===== src/rtl/fp_pkg.sv =====
// ============================================================================
// fp_pkg : shared binary32 constants, operand classification, divider states
// Rev 1.0
// ============================================================================
`default_nettype none

package fp_pkg;

    localparam int          BIAS    = 127;
    localparam logic [31:0] QNAN    = 32'h7FC00000;
    localparam logic [31:0] POS_INF = 32'h7F800000;

    typedef struct packed {
        logic        sign;
        logic [7:0]  exp;
        logic [22:0] frac;
    } fp32_t;

    typedef struct packed {
        logic zero;
        logic inf;
        logic nan;
    } fp_class_t;

    typedef enum logic [1:0] {
        DIV_IDLE   = 2'd0,
        DIV_DIVIDE = 2'd1,
        DIV_ROUND  = 2'd2,
        DIV_DONE   = 2'd3
    } div_state_t;

    // Subnormals (exp=0, frac!=0) deliberately classify as zero.
    function automatic fp_class_t classify(input logic [7:0] exp, input logic [22:0] frac);
        fp_class_t c;
        c.zero = (exp == 8'h00);
        c.inf  = (exp == 8'hFF) && (frac == 23'd0);
        c.nan  = (exp == 8'hFF) && (frac != 23'd0);
        return c;
    endfunction

endpackage

`default_nettype wire


===== src/rtl/mant_div_step.sv =====
// ============================================================================
// mant_div_step : one combinational restoring-division iteration
// Rev 1.0
// ============================================================================
`default_nettype none

module mant_div_step (
    input  logic [24:0] rem,
    input  logic [23:0] divisor,
    output logic        qbit,
    output logic [24:0] rem_next
);

    logic [24:0] w_diff;

    // rem < 2*divisor always holds, so the shifted difference fits in 25 bits.
    always_comb begin
        qbit     = (rem >= {1'b0, divisor});
        w_diff   = qbit ? (rem - {1'b0, divisor}) : rem;
        rem_next = w_diff << 1;
    end

endmodule

`default_nettype wire


===== src/rtl/division.sv =====
// ============================================================================
// division : multi-cycle binary32 divider, 26-step restoring core, RNE rounding
// Rev 1.0
// ============================================================================
`default_nettype none

module division
    import fp_pkg::*;
(
    input  logic        CLK,
    input  logic        nRST,
    input  logic        start,
    input  logic [31:0] data1,
    input  logic [31:0] data2,
    output logic        ready,
    output logic        done,
    output logic [31:0] result,
    output logic        overflow,
    output logic        underflow,
    output logic        div_by_zero,
    output logic        invalid
);

    div_state_t         r_state;
    logic [24:0]        r_rem;
    logic [23:0]        r_div;
    logic [25:0]        r_quo;
    logic [4:0]         r_count;
    logic signed [9:0]  r_exp;
    logic               r_sign;
    logic [31:0]        r_result;
    logic               r_done;
    logic               r_overflow;
    logic               r_underflow;
    logic               r_div_by_zero;
    logic               r_invalid;

    fp32_t              w_a;
    fp32_t              w_b;
    fp_class_t          w_ca;
    fp_class_t          w_cb;
    logic               w_sign;
    logic               w_special;
    logic [31:0]        w_spec_res;
    logic [3:0]         w_spec_flags;
    logic signed [9:0]  w_exp_init;

    logic               w_qbit;
    logic [24:0]        w_rem_next;

    logic [22:0]        w_frac_pre;
    logic               w_guard;
    logic               w_sticky;
    logic               w_round_up;
    logic               w_carry;
    logic [22:0]        w_frac;
    logic signed [9:0]  w_exp_adj;
    logic signed [9:0]  w_exp_fin;

    assign w_a        = data1;
    assign w_b        = data2;
    assign w_ca       = classify(w_a.exp, w_a.frac);
    assign w_cb       = classify(w_b.exp, w_b.frac);
    assign w_sign     = w_a.sign ^ w_b.sign;
    assign w_exp_init = $signed({2'b00, w_a.exp}) - $signed({2'b00, w_b.exp}) + 10'(BIAS);

    // Flags packed as {overflow, underflow, div_by_zero, invalid}.
    always_comb begin
        w_special    = 1'b1;
        w_spec_res   = QNAN;
        w_spec_flags = 4'b0001;
        if (w_ca.nan || w_cb.nan) begin
            w_spec_res   = QNAN;
            w_spec_flags = 4'b0001;
        end else if ((w_ca.zero && w_cb.zero) || (w_ca.inf && w_cb.inf)) begin
            w_spec_res   = QNAN;
            w_spec_flags = 4'b0001;
        end else if (!w_ca.inf && w_cb.zero) begin
            w_spec_res   = POS_INF | {w_sign, 31'd0};
            w_spec_flags = 4'b0010;
        end else if (w_ca.inf) begin
            w_spec_res   = POS_INF | {w_sign, 31'd0};
            w_spec_flags = 4'b0000;
        end else if (w_ca.zero || w_cb.inf) begin
            w_spec_res   = {w_sign, 31'd0};
            w_spec_flags = 4'b0000;
        end else begin
            w_special    = 1'b0;
            w_spec_res   = 32'd0;
            w_spec_flags = 4'b0000;
        end
    end

    mant_div_step u_step (
        .rem      (r_rem),
        .divisor  (r_div),
        .qbit     (w_qbit),
        .rem_next (w_rem_next)
    );

    // Normalise the 26-bit quotient, then round to nearest-even.
    always_comb begin
        if (r_quo[25]) begin
            w_frac_pre = r_quo[24:2];
            w_guard    = r_quo[1];
            w_sticky   = r_quo[0] | (|r_rem);
            w_exp_adj  = r_exp;
        end else begin
            w_frac_pre = r_quo[23:1];
            w_guard    = r_quo[0];
            w_sticky   = |r_rem;
            w_exp_adj  = r_exp - 10'sd1;
        end
        w_round_up = w_guard & (w_sticky | w_frac_pre[0]);
        w_carry    = w_round_up & (&w_frac_pre);
        w_frac     = w_frac_pre + {22'd0, w_round_up};
        w_exp_fin  = w_carry ? (w_exp_adj + 10'sd1) : w_exp_adj;
    end

    always_ff @(posedge CLK) begin
        if (!nRST) begin
            r_state       <= DIV_IDLE;
            r_rem         <= '0;
            r_div         <= '0;
            r_quo         <= '0;
            r_count       <= '0;
            r_exp         <= '0;
            r_sign        <= 1'b0;
            r_result      <= '0;
            r_done        <= 1'b0;
            r_overflow    <= 1'b0;
            r_underflow   <= 1'b0;
            r_div_by_zero <= 1'b0;
            r_invalid     <= 1'b0;
        end else begin
            r_done <= 1'b0;
            case (r_state)
                DIV_IDLE: begin
                    if (start) begin
                        if (w_special) begin
                            r_result      <= w_spec_res;
                            r_overflow    <= w_spec_flags[3];
                            r_underflow   <= w_spec_flags[2];
                            r_div_by_zero <= w_spec_flags[1];
                            r_invalid     <= w_spec_flags[0];
                            r_done        <= 1'b1;
                            r_state       <= DIV_DONE;
                        end else begin
                            r_rem   <= {2'b01, w_a.frac};
                            r_div   <= {1'b1, w_b.frac};
                            r_quo   <= '0;
                            r_count <= '0;
                            r_exp   <= w_exp_init;
                            r_sign  <= w_sign;
                            r_state <= DIV_DIVIDE;
                        end
                    end
                end
                DIV_DIVIDE: begin
                    r_rem   <= w_rem_next;
                    r_quo   <= {r_quo[24:0], w_qbit};
                    r_count <= r_count + 5'd1;
                    if (r_count == 5'd25) begin
                        r_state <= DIV_ROUND;
                    end
                end
                DIV_ROUND: begin
                    r_div_by_zero <= 1'b0;
                    r_invalid     <= 1'b0;
                    if (w_exp_fin >= 10'sd255) begin
                        r_result    <= POS_INF | {r_sign, 31'd0};
                        r_overflow  <= 1'b1;
                        r_underflow <= 1'b0;
                    end else if (w_exp_fin <= 10'sd0) begin
                        r_result    <= {r_sign, 31'd0};
                        r_overflow  <= 1'b0;
                        r_underflow <= 1'b1;
                    end else begin
                        r_result    <= {r_sign, w_exp_fin[7:0], w_frac};
                        r_overflow  <= 1'b0;
                        r_underflow <= 1'b0;
                    end
                    r_done  <= 1'b1;
                    r_state <= DIV_DONE;
                end
                DIV_DONE: begin
                    r_state <= DIV_IDLE;
                end
                default: begin
                    r_state <= DIV_IDLE;
                end
            endcase
        end
    end

    assign ready       = (r_state == DIV_IDLE);
    assign done        = r_done;
    assign result      = r_result;
    assign overflow    = r_overflow;
    assign underflow   = r_underflow;
    assign div_by_zero = r_div_by_zero;
    assign invalid     = r_invalid;

endmodule

`default_nettype wire


===== config.mk =====
export PLATFORM = sky130hd
export DESIGN_NAME = division
export DESIGN_NICKNAME = d
export VERILOG_FILES = /design/src/rtl/fp_pkg.sv /design/src/rtl/mant_div_step.sv /design/src/rtl/division.sv
export SDC_FILE = /design/constraint.sdc
export NUM_CORES = 1
export LEC_CHECK = 0
export ABC_CLOCK_PERIOD_IN_PS = 8150
export CORE_ASPECT_RATIO = 0.6
export CORE_MARGIN = 4
export CORE_UTILIZATION = 32
export CTS_CLUSTER_SIZE = 25
export DETAILED_ROUTE_END_ITERATION = 8
export GPL_TIMING_DRIVEN = 0
export HOLD_SLACK_MARGIN = 0.1
export MAX_ROUTING_LAYER = met4
export SETUP_SLACK_MARGIN = 0.02
export SLEW_MARGIN = 20
export SYNTH_ARGS = -nofsm -noshare
export SYNTH_HDL_FRONTEND = slang
export SYNTH_SLANG_ARGS = --single-unit

===== constraint.sdc =====
create_clock -name CLK -period 8.15 [get_ports CLK]
set_clock_uncertainty 0.2 [all_clocks]
set_input_delay 1.2225 -clock CLK [delete_from_list [all_inputs] [get_ports CLK]]
set_output_delay 1.2225 -clock CLK [all_outputs]
set_load 0.03 [all_outputs]

==> flow_summary.yaml, run 1 <==
synth:
  syn_avg_cell_area_um2: 7.80
  yosysSeqAreaShare_pct: 29.3
  synth_edf_count: 0
  synth_warnings: 0
  ys_seq_elements: 130
  syn_nets: 1251
  ys.flop_type: "dfxtp_1"
  async_reset_ff_share_pct: 0
  syn_inst: 1140
  netlist_area_um2: 8900
  yosysUniqueCellTypes: 80
cts:
  cts_tree: "done"
  cts.clk_slew.worst_paths_ps: 70
  root_buffer: "clkbuf_16"
  hold_buffers: 0
  numCtsBuffers: 17
  clock_latency_ps: 440
  cts_buffer_depth: 2
  cts_setup_buffers: 0
  cts_max_level: 4
  ctsResizeCount: 0
  cts.sinks: 130
routing:
  detail_route.wl_per_cell_um: 18.9
  met3_length_um: 2620
  drc_errors: 0
  firstDrtPassIters: 5
  drtIter0Drc: 896
  wirelength_um: 31000
  via_per_inst: 5.57
  top_layer: "met4"
  via_count: 9102
  met2_length_um: 11900
  final_antenna_net_count: 0
  met1_length_um: 16100
timing:
  rsz0062_at_grt: "no"
  report.final.slew_viol_count: 0
  min_period_over_period_pct: 63.1
  hold-worst-slack_ps: 255
  finalCriticalPeriod_ps: 5140
  slew_headroom_pct: 37.2
  worstMarginPinSlew_ps: 942
  clock.fmax_mhz: 194
  final_hold_viol_count: 0
  setup_ws_ps: 3010
  timing.setup.tns_ps: 0
  setup_viol: 0
global_route:
  overflow: 0
  grt_pass1_vias: 8489
  grt_pass1_wl_um: 47900
  grt_max_degree: 17
  grt_usage_pct: 20.6
  antenna_found_initial: 0
cells_and_area:
  mostFrequentLayoutCells: "162 x nand2_1, 130 x dfxtp_1, 103 x clkdlybuf4s50_1"
  areaGrowthSynthToFinish_pct: 23.4
  layout_commonest_cell: "nand2_1"
  antenna_cells: 0
  nNetsFinal: 1373
  layoutNonFillerInstCount: 1635
  drive_gt1_share_pct: 7.29
placement:
  port_buffers: 103
  hpwlAfterDp_um: 24200
  dp.cells: 1603
  place_congestion: 0.955
  place_worst_setup_slack_ps: 3240
power:
  p_per_area_nw_per_um2: 342
  leakage_uw: 0.00386
  peakVddDrop_mv: 0.179
critical_path:
  crit_slowest_cell: "dfxtp_1"
  worstPathCellList: "buf_6, buf_6, clkbuf_1, clkbuf_1, clkbuf_1, nand2_1, nand2_1, ha_1, nand4_1, a21oi_1, nor2b_1, nand2_1, nor3_1, xor2_1, o32ai_2"
  worstPathMaxFanout: 10
  crit_family: "buffers and inverters"
  required_ps: 8240
  endpoint_kind: "register"
  cp.arrival_ps: 5230
  path_class: "reg2reg"
  max_stage_delay_ps: 610
  path_buf_inv: 5
  cp-start-kind: "register"
die:
  die_y_um: 137
  coreArea_um2: 26900
  die_area_um2: 30600
  io_pins: 105
  rows: 46
  die_w_um: 223
  initial_core_util_pct: 33.1
worst_hold_path:
  hold_class: "reg2reg"
job:
  cap_violations: 0
run_status:
  run_status: "completed"
-- layout make-up --
type	instances	area, um^2
well taps	360	450
clock inverters	14	170
inverters	54	203
multi-input cells	885	5780
plain buffers	71	309
clock buffers	18	429
fillers	2785	15900
flip-flops and latches	130	2600
repair buffers	103	1030
-- Yosys cell counts (7+ instances only) --
cell type | count | area share, %
nand2_1 | 162 | 6.8
dfxtp_1 | 130 | 29
a21oi_1 | 92 | 5.2
nor2_1 | 69 | 2.9
clkbuf_1 | 55 | 2.3
inv_1 | 53 | 2.2
nand3_1 | 43 | 2.4
ha_1 | 42 | 5.9
o21ai_0 | 40 | 2.3
nor3_1 | 38 | 2.1
mux2i_1 | 34 | 3.8
xnor2_1 | 30 | 3.0
xor2_1 | 27 | 2.7
nand4_1 | 23 | 1.6
nor4_1 | 22 | 1.5
a22oi_1 | 20 | 1.7
o22ai_1 | 19 | 1.3
o31ai_2 | 17 | 2.4
o21a_1 | 15 | 1.3
a211oi_1 | 14 | 1.2
a21o_1 | 13 | 1.1
and2_1 | 13 | 0.91
or3_1 | 13 | 0.91
a31oi_1 | 10 | 0.70
nor2b_1 | 9 | 0.63
mux2_2 | 8 | 1.0
o31ai_1 | 7 | 0.59
-- worst paths after layout --
kind,from,slack [ps],to,depth (start not counted)
setup / recovery,r_quo[25]$_SDFFE_PN0P_,3010,result[22]$_SDFFE_PN0P_,15
setup reg to reg,r_quo[25]$_SDFFE_PN0P_,3010,result[22]$_SDFFE_PN0P_,15
hold reg to reg,result[0]$_SDFFE_PN0P_,260,result[0]$_SDFFE_PN0P_,2
hold / removal,result[0]$_SDFFE_PN0P_,260,result[0]$_SDFFE_PN0P_,2
-- state kept, by name, summed over array words and instances (netlist names), 2 cells and up --
signal   flops
result      32
r_quo       26
r_rem       25
r_div       24
r_exp       10
r_count      5
r_state      2
-- stage by stage --
step | total power [uW] | instance area (um^2) | util (%)
2_1_floorplan | 2360 | 8900 | -
3_3_place_gp | 2890 | 10400 | 38.6
3_5_place_dp | 2910 | 10400 | 38.6
4_1_cts | 3710 | 11000 | 40.8
5_1_grt | 3990 | 11000 | 40.8
6_report | 3760 | 11000 | 40.8
-- where the power goes --
group	total (uW)	switching [uW]	internal, uW	leakage, uW
Clock	798	336	461	0.000288
Combinational	2130	1330	802	0.00252
Sequential	825	95.2	730	0.00106
-- layer usage --
metal,up-vias,GRT usage (%)
met5,-,-
li1,4381,-
met1,4350,31.5
met2,340,27.1
met4,0,4.65
met3,31,4.18
-- tightest hold or removal path, stage by stage (launching register included) --
cell and delay, ps:
dfxtp_1 330, nand2_1 40, o21ai_0 50
-- logic make-up (layout without fill, tap and decap cells) --
kind of cell	after synthesis	after routing	share of synthesized area [%]
AO/OA/AOI/OAI	309	309	24.2
AND/OR/NAND/NOR	432	432	23.8
XOR/XNOR	58	58	5.79
adder cells (fa/ha/maj)	44	44	6.36
buffers and inverters	125	260	5.75
flip-flops	130	130	29.3
multiplexers	42	42	4.84
No activity file was read; power rests on OpenSTA's default activity.
==> inputs of run 2 (changes only) <==
--- a/config.mk
+++ b/config.mk
@@ -5,7 +5,7 @@
 export SDC_FILE = /design/constraint.sdc
 export NUM_CORES = 1
 export LEC_CHECK = 0
-export ABC_CLOCK_PERIOD_IN_PS = 8150
+export ABC_CLOCK_PERIOD_IN_PS = 4400
 export CORE_ASPECT_RATIO = 0.6
 export CORE_MARGIN = 4
 export CORE_UTILIZATION = 32
==> constraint.sdc (replaced) <==
create_clock -name CLK -period 4.4 [get_ports CLK]
set_clock_uncertainty 0.2 [all_clocks]
set_input_delay 0.66 -clock CLK [delete_from_list [all_inputs] [get_ports CLK]]
set_output_delay 0.66 -clock CLK [all_outputs]
set_load 0.03 [all_outputs]
==> flow_summary.yaml, run 2 (synthesis results as in run 1) <==
run_status:
  run_status: "completed"
cells_and_area:
  ff_latch_area_um2: 2600
  nNetsFinal: 1372
  drive_gt1_share_pct: 7.61
  largest_reg_flops: 32
  fillers: 2786
  layout_commonest_cell: "nand2_1"
  antenna_cells: 0
  mostFrequentLayoutCells: "162 x nand2_1, 130 x dfxtp_1, 103 x clkdlybuf4s50_1"
  multi_input_area_um2: 5790
  areaGrowthSynthToFinish_pct: 23.5
routing:
  detail_route.wl_per_cell_um: 18.9
  final_antenna_net_count: 0
  via_per_inst: 5.57
  via_count: 9098
  top_layer: "met4"
  met2_length_um: 11900
  met3_length_um: 2870
  firstDrtPassIters: 5
  met1_length_um: 15700
  drc_errors: 0
  wirelength_um: 30800
  drtIter0Drc: 993
cts:
  numCtsBuffers: 17
  clock_latency_ps: 440
  cts_tree: "done"
  root_buffer: "clkbuf_16"
  cts_buffer_depth: 2
  cts.sinks: 130
  cts_max_level: 4
  cts.clk_slew.worst_paths_ps: 70
critical_path:
  required_ps: 4540
  worstPathCellList: "buf_6, buf_6, clkbuf_2, xnor2_1, ha_1, and2_1, clkbuf_1, nor4b_1, mux2_2, a21o_1, a21o_4, buf_6, o31ai_2"
  path_class: "reg2reg"
  path_buf_inv: 5
  crit_slowest_cell: "dfxtp_1"
  max_stage_delay_ps: 580
  worstPathMaxFanout: 10
  rr_worst_depth: 13
  cp.arrival_ps: 4270
  cpMostUsedCell: "buf_6"
  rrSetupSlack_ps: 280
  r2r-end: "result[18]$_SDFFE_PN0P_"
  r2r-start: "r_quo[25]$_SDFFE_PN0P_"
  endpoint_kind: "register"
  crit_family: "buffers and inverters"
  cp-start-kind: "register"
placement:
  place_congestion: 0.955
  hpwlAfterDp_um: 24200
  place_worst_setup_slack_ps: -509
  port_buffers: 103
global_route:
  grt_usage_pct: 20.5
  antenna_found_initial: 0
  grt_pass1_vias: 8482
  overflow: 0
  grt_max_degree: 20
  grt_pass1_wl_um: 47700
power:
  leakage_uw: 0.00386
  p_per_area_nw_per_um2: 633
  power.total_uw: 6950
  peakVddDrop_mv: 0.325
die:
  coreArea_um2: 26900
  die_w_um: 223
  initial_core_util_pct: 33.1
  die_y_um: 137
  io_pins: 105
  die_area_um2: 30600
  rows: 46
worst_hold_path:
  hold_class: "reg2reg"
  hp-start: "result[0]$_SDFFE_PN0P_"
  min_to: "result[0]$_SDFFE_PN0P_"
  hold_depth: 2
job:
  cap_violations: 0
timing:
  rsz0062_at_grt: "no"
  timing.setup.tns_ps: 0
  hold-worst-slack_ps: 255
  setup_ws_ps: 278
  slew_headroom_pct: 34.7
  setup_viol: 0
  min_period_over_period_pct: 93.7
  worstMarginPinSlew_ps: 979
  final_hold_viol_count: 0
  clock.fmax_mhz: 243
  finalCriticalPeriod_ps: 4120
  report.final.slew_viol_count: 0
[run 2: cell count changes in the layout (fill, tap and decap cells not counted), sizes merged]
cell and delta:
clkbuf -1
[run 2: worst max-delay path by stage]
stage	start	to	slack, ps	cells past startpoint
finish	r_quo[25]$_SDFFE_PN0P_	result[18]$_SDFFE_PN0P_	280	13
global route	r_quo[25]$_SDFFE_PN0P_	result[22]$_SDFFE_PN0P_	70	14
CTS	r_quo[25]$_SDFFE_PN0P_	result[22]$_SDFFE_PN0P_	50	14
detailed placement	r_quo[25]$_SDFFE_PN0P_	result[22]$_SDFFE_PN0P_	-510	15
global placement	r_quo[25]$_SDFFE_PN0P_	result[22]$_SDFFE_PN0P_	-480	15
floorplan	r_quo[25]$_SDFFE_PN0P_	result[22]$_SDFFE_PN0P_	850	15
[run 2: cell type report]
cell class | instances | share of cell area [%]
multi-input cells | 885 | 52.7
flip-flops and latches | 130 | 23.7
repair buffers | 103 | 9.39
well taps | 360 | 4.10
clock buffers | 18 | 3.91
plain buffers | 70 | 2.82
inverters | 54 | 1.85
clock inverters | 14 | 1.55
[run 2: timing repair]
action | 4_1_cts | 5_1_grt
endpoints found under the setup margin | 7 | 21
buffers inserted | 0 | 0
gates resized for setup | 2 | 4
hold buffers | 0 | 0
[run 2: metal layers]
layer  vias to the layer above  GRT usage, %
li1                       4378             -
met5                         -             -
met1                      4309          31.4
met3                        32          4.18
met2                       379          27.1
met4                         0          4.65
[run 2: power by group]
part / leakage [uW] / switching [uW] / internal, uW
Sequential: 0.00106 / 176 / 1350
Clock: 0.000288 / 621 / 855
Combinational: 0.00252 / 2460 / 1490
[run 2: metrics by stage]
| step | cells | util [%] | instance area, um^2 |
|---|---|---|---|
| 4_1_cts | 1634 | 40.8 | 11000 |
| 3_3_place_gp | 1603 | 38.6 | 10400 |
| 3_5_place_dp | 1603 | 38.6 | 10400 |
| 2_1_floorplan | 1140 | - | 8900 |
| 5_1_grt | 1634 | 40.9 | 11000 |
| 6_report | 1634 | 40.9 | 11000 |
[run 2: tightest hold or removal path, delay by kind of cell, from the launching register on]
kind	cells	cell delay (ps)
AO/OA/AOI/OAI	1	50
flip-flops	1	320
AND/OR/NAND/NOR	1	40
